**config.mk**
```make
export PLATFORM = sky130hd
export DESIGN_NAME = fetch_unit
export DESIGN_NICKNAME = d
export VERILOG_FILES = /design/src/rtl/fetch_unit_pkg.sv /design/src/rtl/ifid_reg.sv /design/src/rtl/fetch_unit.sv
export SDC_FILE = /design/constraint.sdc
export NUM_CORES = 1
export LEC_CHECK = 0
export BUFFER_PORTS_ARGS = -buffer_cell sky130_fd_sc_hd__buf_2
export CORE_MARGIN = 2
export CORE_UTILIZATION = 53
export DETAILED_ROUTE_END_ITERATION = 10
export GPL_ROUTABILITY_DRIVEN = 0
export GPL_TIMING_DRIVEN = 0
export PLACE_DENSITY_LB_ADDON = 0.2
export REMOVE_ABC_BUFFERS = 1
export SYNTH_ARGS = -nofsm -noshare
export SYNTH_HDL_FRONTEND = slang
export SYNTH_SLANG_ARGS = --single-unit
```
**constraint.sdc**
```tcl
create_clock -name clk -period 2.9 [get_ports clk]
set_input_delay 0.435 -clock clk [delete_from_list [all_inputs] [get_ports clk]]
set_output_delay 0.435 -clock clk [all_outputs]
set_load 0.05 [all_outputs]
```
**src/rtl/fetch_unit_pkg.sv**
```systemverilog
// Shared constants and types for the instruction fetch stage: NOP/HALT encodings,
// the fetch FSM state type and the default reset PC.
package fetch_unit_pkg;

  localparam logic [15:0] NopInstr       = 16'h0800;
  localparam logic [4:0]  HaltOpcode     = 5'b00000;
  localparam logic [15:0] DefaultResetPc = 16'h0000;

  typedef enum logic [1:0] {
    StFetch  = 2'd0,
    StHold   = 2'd1,
    StHalted = 2'd2
  } fetch_state_e;

  function automatic logic is_halt(input logic [15:0] word);
    return word[15:11] == HaltOpcode;
  endfunction

endpackage

```
**src/rtl/ifid_reg.sv**
```systemverilog
// IF/ID pipeline register: flush beats load, load beats hold; otherwise a bubble is inserted.
module ifid_reg
  import fetch_unit_pkg::*;
(
  input  logic        clk_i,
  input  logic        rst_ni,
  input  logic        load_i,
  input  logic        stall_i,
  input  logic        flush_i,
  input  logic [15:0] instr_i,
  input  logic [15:0] pc_plus2_i,
  output logic [15:0] instr_o,
  output logic [15:0] pc_plus2_o,
  output logic        valid_o
);

  logic [15:0] instr_q, pc_plus2_q;
  logic        valid_q;

  // A bubble or flush only kills the instruction; pc_plus2 keeps its last value.
  always_ff @(posedge clk_i or negedge rst_ni) begin
    if (!rst_ni) begin
      instr_q    <= NopInstr;
      pc_plus2_q <= 16'h0000;
      valid_q    <= 1'b0;
    end else if (flush_i) begin
      instr_q <= NopInstr;
      valid_q <= 1'b0;
    end else if (load_i) begin
      instr_q    <= instr_i;
      pc_plus2_q <= pc_plus2_i;
      valid_q    <= 1'b1;
    end else if (!stall_i) begin
      instr_q <= NopInstr;
      valid_q <= 1'b0;
    end
  end

  assign instr_o    = instr_q;
  assign pc_plus2_o = pc_plus2_q;
  assign valid_o    = valid_q;

endmodule

```
**src/rtl/fetch_unit.sv**
```systemverilog
// Single-outstanding-request instruction fetch stage with a one-entry stall buffer,
// redirect/kill handling for in-flight requests, HALT detection and a sticky fault.
module fetch_unit
  import fetch_unit_pkg::*;
#(
  parameter logic [15:0] RESET_PC = DefaultResetPc
) (
  input  logic        clk,
  input  logic        rst,
  input  logic        stall,
  input  logic        redirect,
  input  logic [15:0] redirect_pc,
  output logic        imem_req,
  output logic [15:0] imem_addr,
  input  logic        imem_ready,
  input  logic [15:0] imem_rdata,
  input  logic        imem_err,
  output logic [15:0] instr_out,
  output logic [15:0] pc_plus2,
  output logic        instr_valid,
  output logic        halt,
  output logic        err
);

  fetch_state_e state_q, state_d;
  logic [15:0]  pc_q, pc_d;
  logic [15:0]  pending_pc_q, pending_pc_d;
  logic [15:0]  hold_buf_q, hold_buf_d;
  logic         kill_q, kill_d;
  logic         err_q, err_d;

  logic         ifid_load, ifid_flush;
  logic [15:0]  ifid_word;

  always_ff @(posedge clk or negedge rst) begin
    if (!rst) begin
      state_q      <= StFetch;
      pc_q         <= RESET_PC;
      pending_pc_q <= 16'h0000;
      hold_buf_q   <= 16'h0000;
      kill_q       <= 1'b0;
      err_q        <= 1'b0;
    end else begin
      state_q      <= state_d;
      pc_q         <= pc_d;
      pending_pc_q <= pending_pc_d;
      hold_buf_q   <= hold_buf_d;
      kill_q       <= kill_d;
      err_q        <= err_d;
    end
  end

  always_comb begin
    state_d      = state_q;
    pc_d         = pc_q;
    pending_pc_d = pending_pc_q;
    hold_buf_d   = hold_buf_q;
    kill_d       = kill_q;
    err_d        = err_q;
    ifid_load    = 1'b0;
    ifid_flush   = 1'b0;
    ifid_word    = imem_rdata;

    unique case (state_q)
      StFetch: begin
        if (redirect) begin
          ifid_flush = 1'b1;
          if (imem_ready) begin
            pc_d   = redirect_pc;
            kill_d = 1'b0;
          end else begin
            // The request cannot be cancelled; remember the target and drop its reply.
            kill_d       = 1'b1;
            pending_pc_d = redirect_pc;
          end
        end else if (imem_ready) begin
          if (kill_q) begin
            pc_d   = pending_pc_q;
            kill_d = 1'b0;
          end else if (imem_err) begin
            err_d   = 1'b1;
            state_d = StHalted;
          end else if (stall) begin
            hold_buf_d = imem_rdata;
            state_d    = StHold;
          end else begin
            ifid_load = 1'b1;
            pc_d      = pc_q + 16'd2;
            if (is_halt(imem_rdata)) state_d = StHalted;
          end
        end
      end
      StHold: begin
        ifid_word = hold_buf_q;
        if (redirect) begin
          ifid_flush = 1'b1;
          hold_buf_d = 16'h0000;
          pc_d       = redirect_pc;
          state_d    = StFetch;
        end else if (!stall) begin
          ifid_load  = 1'b1;
          hold_buf_d = 16'h0000;
          pc_d       = pc_q + 16'd2;
          state_d    = is_halt(hold_buf_q) ? StHalted : StFetch;
        end
      end
      StHalted: begin
        if (redirect) begin
          ifid_flush = 1'b1;
          // A memory fault is terminal; only reset leaves HALTED then.
          if (!err_q) begin
            pc_d    = redirect_pc;
            state_d = StFetch;
          end
        end
      end
      default: state_d = StFetch;
    endcase
  end

  ifid_reg u_ifid_reg (
    .clk_i      (clk),
    .rst_ni     (rst),
    .load_i     (ifid_load),
    .stall_i    (stall),
    .flush_i    (ifid_flush),
    .instr_i    (ifid_word),
    .pc_plus2_i (pc_q + 16'd2),
    .instr_o    (instr_out),
    .pc_plus2_o (pc_plus2),
    .valid_o    (instr_valid)
  );

  assign imem_req  = (state_q == StFetch);
  assign imem_addr = pc_q;
  assign halt      = (state_q == StHalted);
  assign err       = err_q;

endmodule
```
Yosys cells after proc, flatten, opt, wreduce, memory -nomap -nowiden. Index checks and enable logic that the tools add are counted.

Shift-type cells: 0. Multiply operators: 0. Reduce and logical (&&, ||, !) cells: 14. Mux-type cells: 49. Div/mod/pow operators: 0. Add/subtract/negate cells: 1. Equal/unequal tests: 13. Bitwise gates (word level): 4. Order comparisons: 0.

Operators by type and width (number): $mux W16 (20); $pmux W16 S3 (1); $pmux W16 S2 (1); $mux W2 (11); $add A16 B2 Y16 const B (1); $mux W1 (14); $reduce_and A7 Y1 (2); $ne A2 B2 Y1 const B (6); $logic_not A5 Y1 (2); $reduce_and A5 Y1 (2); $pmux W2 S3 (1); $ne A4 B2 Y1 const B (1); $ne A4 B3 Y1 const B (1); $not A1 Y1 (4); $reduce_and A2 Y1 (2); $reduce_bool A2 Y1 (2); $ne A3 B1 Y1 const B (1); $ne A3 B3 Y1 const B (1); $reduce_and A3 Y1 (1); $reduce_bool A3 Y1 (1); $reduce_or A3 Y1 (1); $eq A2 B1 Y1 const B (1); $eq A2 B2 Y1 const B (1); $logic_not A2 Y1 (1); 2 further kinds (2).

Latch bits: 0. Word-level logic and storage cells: 90. Output and inout port bits: 52. ROM bits: 0. Memories: 0. RAM bits: 0. Register bits after elaboration: 85. Bits of input ports: 38.

Depth between registers and ports, before layout.
Depth in word-level cells: 8. Mapped depth: 9. Mapped depth without buffers: 7.

Cells and area by module. From an unflattened synthesis, not the netlist that was laid out.

Cell total of the unflattened synthesis: 516. Area total of the unflattened synthesis: 4994.8 um^2.

Modules (own cells, without submodules): fetch_unit (area each 3698.5 um^2, cells each 432, instances 1, sequential area each 1301.2 um^2); ifid_reg (area each 1296.2 um^2, cells each 84, instances 1, sequential area each 827.0 um^2).

Least setup slack after synthesis. No wires, ideal clock.

Path type: register to register. Start point: register state_q[0]. End point: register pending_pc_q[10]. Buffers on the path: 2. Data required time: 2.775 ns. Arrival time: 2.066 ns. Library setup time: 0.125 ns. Period minus slack after synthesis: 2.190 ns. Slack: 0.710 ns. Cell stages (with the launch flop): 7. Path through: dfrtp_1 inv_1 ha_1 clkbuf_1 nand3b_1 buf_2 mux2_2.

Word-level cells in the longest chain between the ends: 2.

Ends and longest elaborated chain: from (decl) (RTL line fetch_unit.sv:25) `fetch_state_e state_q, state_d;`; from (signal assigned) (RTL line fetch_unit.sv:37) `state_q <= StFetch;`; from (signal assigned) (RTL line fetch_unit.sv:44) `state_q <= state_d;`; $logic_not A2 Y1; net imem_req (RTL line fetch_unit.sv:13) `output logic imem_req,`; $reduce_and A3 Y1 (no source line); to (signal assigned) (RTL line fetch_unit.sv:46) `pending_pc_q <= pending_pc_d;`; to (decl) (RTL line fetch_unit.sv:27) `logic [15:0] pending_pc_q, pending_pc_d;`.

The timed path passes the listed nets, and every way through them passes these cells. A chain may end at the register's enable or synchronous reset.

Worst setup path in the final report.
Start point: register kill_q. End point: register pc_q[12], in the netlist imem_addr[12].

Word-level cells in the longest chain between the ends: 4. Elaborated cells between the ends (all ways): 6. Those cells by class: 1 x eq/ne; 4 x mux; 1 x reduce/logical.

Ends and longest elaborated chain: from (decl) (RTL line fetch_unit.sv:29) `logic kill_q, kill_d;`; from (signal assigned) (RTL line fetch_unit.sv:48) `kill_q <= kill_d;`; $mux W16 (RTL line fetch_unit.sv:77) `if (kill_q) begin`; $mux W16 (RTL line fetch_unit.sv:76) `end else if (imem_ready) begin`; $mux W16 (RTL line fetch_unit.sv:66) `if (redirect) begin`; $pmux W16 S3 (RTL line fetch_unit.sv:64) `unique case (state_q)`; to (signal assigned) (RTL line fetch_unit.sv:45) `pc_q <= pc_d;`; to (decl) (RTL line fetch_unit.sv:26) `logic [15:0] pc_q, pc_d;`.

Parallel ways exist; a longest one is shown, timed or not. The select of a mux whose other input is x is not followed.

==> reports/qor.yml <==
wl_per_cell_um: 17.5
start_util: 0.548
avgSynthCellArea_um2: 9.14
hold_viol: 0
pwr_density_cell_nw_per_um2: 1160
clkTransAtPathRegs_ps: 90
nFillCells: 742
report.final.slew_viol_count: 0
synth_edf_count: 0
insertion_delay_ps: 360
synth_ff_type: "dfrtp_1"
fin_crit_ps: 2700
clockRootBuffer: "clkbuf_8"
row_count: 34
via_count: 4270
slew_headroom: 0.297
worst-path-max-fanout: 17
r2r_cells: 5
diodes: 0
grt_antenna_before_repair: 0
fin_tns_setup_ps: 0
netlist-cell-type-count: 60
syn_area_um2: 4780
ys_seq_elements: 85
dieHeight_um: 99.0
p_int_mw: 3.30
cts-hold-fix-buffers: 0
crit_path_max_incr_delay_ps: 840
drt-initial-drc-count: 373
switchingPower_mw: 3.13
grt_max_degree: 48
core_area_um2: 8720
synthArstFlopShare: 1.00
outcome: "finished, final reports clean"
die_area_um2: 9800
ys_seq_area_frac: 0.445
portBuffers: 89
cp_num_buf_inv: 0
period_share: 0.930
crit_family: "compound AO/OA/AOI/OAI gates"
hold_slack_ps: 55.0
r2r_end: "imem_addr[12]"
combPwrFrac: 0.499
viasPerCell: 6.10
synth_warnings: 0
hold_path_class: "input pin to asynchronous set/reset pin"
most-common-layout-cells: "buf_2 (88), dfrtp_1 (84), nand2_1 (81)"
arrival_ps: 2970
clock-sinks: 85
p_seq_frac: 0.337
finClkSkew_ps: 13.4
drv_cap: 0
cts_setup_buffers: 0
dr.pass1.iters: 5
r2r_start: "kill_q"
cts_made_buffers: 9
layout.nets: 630
worst_pin_slew_ps: 1050
track_usage: 0.252
leakage_nw: 2.49
power_mw: 6.43
clock.fmax_mhz: 371
synth_cells: 523
layout_commonest_cell: "buf_2"
hpwl_um: 7870
cp_slowest_cell: "a211oi_2"
finalWirelength_um: 12300
io_pins: 90
grt_pass1_vias: 4089
grt_first_pass_wirelength_um: 20100
ir_drop_mv: 0.835
worstPathRequired_ps: 3170
route.detailed.drc: 0
drive_above_1_share: 0.238
critPathCaptureType: "register"
die_w_um: 99.0
area_growth_pct: 15.5
p_clk_frac: 0.165
ff2ff_setup_slack_ps: 200
crit_path_start_kind: "register"
path_class: "register to register"
antenna_left: 0
cts_tree: "yes"
clk_path_buf_depth: 2
htree_levels: 3
setup_violations: 0
switching_share: 0.486
overflow: 0
rsz0062_at_grt: "no"
cp_cell_sequence: "or2_2 -> o21ai_1 -> a211oi_2 -> nand2_1 -> a32oi_1"
worst max-delay path by stage:
stage / cells after the start / slack, ps / endpoint / from
2_1_floorplan: 6 / 110 / hold_buf_q[0] / state_q[1]
5_1_grt: 7 / 90 / imem_addr[6] / state_q[0]
3_3_place_gp: 6 / -950 / hold_buf_q[6] / state_q[1]
4_1_cts: 5 / 50 / u_ifid_reg.pc_plus2_o[0] / state_q[1]
3_5_place_dp: 6 / -410 / imem_addr[13] / redirect
6_report: 5 / 200 / imem_addr[12] / kill_q
cell usage after synthesis, types with 7 or more instances:
library cell,count,area share
a21oi_1,20,0.021
nand2_1,81,0.064
o21ai_0,69,0.072
buf_2,11,0.012
nor3_1,9,0.0094
inv_1,13,0.010
clkbuf_1,23,0.018
nand2b_1,22,0.029
a21boi_0,17,0.027
a32oi_1,7,0.013
mux2_2,19,0.045
nand3_1,7,0.0073
nor2_1,19,0.015
xnor2_1,17,0.031
dfrtp_1,84,0.44
power groups by stage:
| stage | clock [mW] | sequential [mW] | combinational (mW) |
|---|---|---|---|
| floorplan | 0 | 2.88 | 1.55 |
| global placement | 0 | 2.14 | 3.03 |
| detailed placement | 0 | 2.17 | 3.11 |
| CTS | 1.07 | 2.15 | 3.15 |
| global route | 1.12 | 2.24 | 3.48 |
| finish | 1.06 | 2.16 | 3.21 |
kinds of logic after synthesis:
group	after synthesis	synth area share
xor gates and xnor gates	20	0.0366
adders and majority gates	5	0.0131
muxes	22	0.0510
AOI/OAI and AO/OA	164	0.221
DFF	85	0.445
buffers and inverters	52	0.0463
and+or+nand+nor	175	0.187
flip-flops by register name, indices dropped and copies added, names as in the netlist:
| signal | flops |
|---|---|
| hold_buf_q | 16 |
| imem_addr | 16 |
| pending_pc_q | 16 |
| u_ifid_reg.instr_o | 16 |
| u_ifid_reg.pc_plus2_o | 16 |
| state_q | 2 |
| err | 1 |
| kill_q | 1 |
| u_ifid_reg.valid_o | 1 |
cell type report:
type                       instances  area, um^2  share of cell area
timing repair buffer              91         490              0.0888
clock inverter                     6         119              0.0215
tap                              108         135              0.0245
clock buffer                      10         138              0.0249
inverter                          13        48.8             0.00883
sequential                        85        2130               0.385
multi-input combinational        387        2470               0.446
metrics by stage:
step | utilization | cell area, um^2 | worst slack [ps] | std cells
after floorplan | - | 4610 | 110 | 484
after global placement | 0.595 | 5190 | -952 | 681
after detailed placement | 0.601 | 5240 | -415 | 683
after CTS | 0.632 | 5510 | 53.8 | 699
after global routing | 0.634 | 5530 | 92.5 | 700
final | 0.634 | 5530 | 203 | 700
per-layer routing:
layer / global-route usage / wire (um)
met1: 0.356 / 5600
met2: 0.402 / 5590
met3: 0.0362 / 892
met4: 0.0822 / 176
met5: 0 / 0
what timing repair did:
action | CTS | global route
cloned | 0 | 1
resized for setup | 3 | 0
setup endpoints to repair | 59 | 5
pin swaps | 0 | 1
Power figures use the tool's default switching activity.
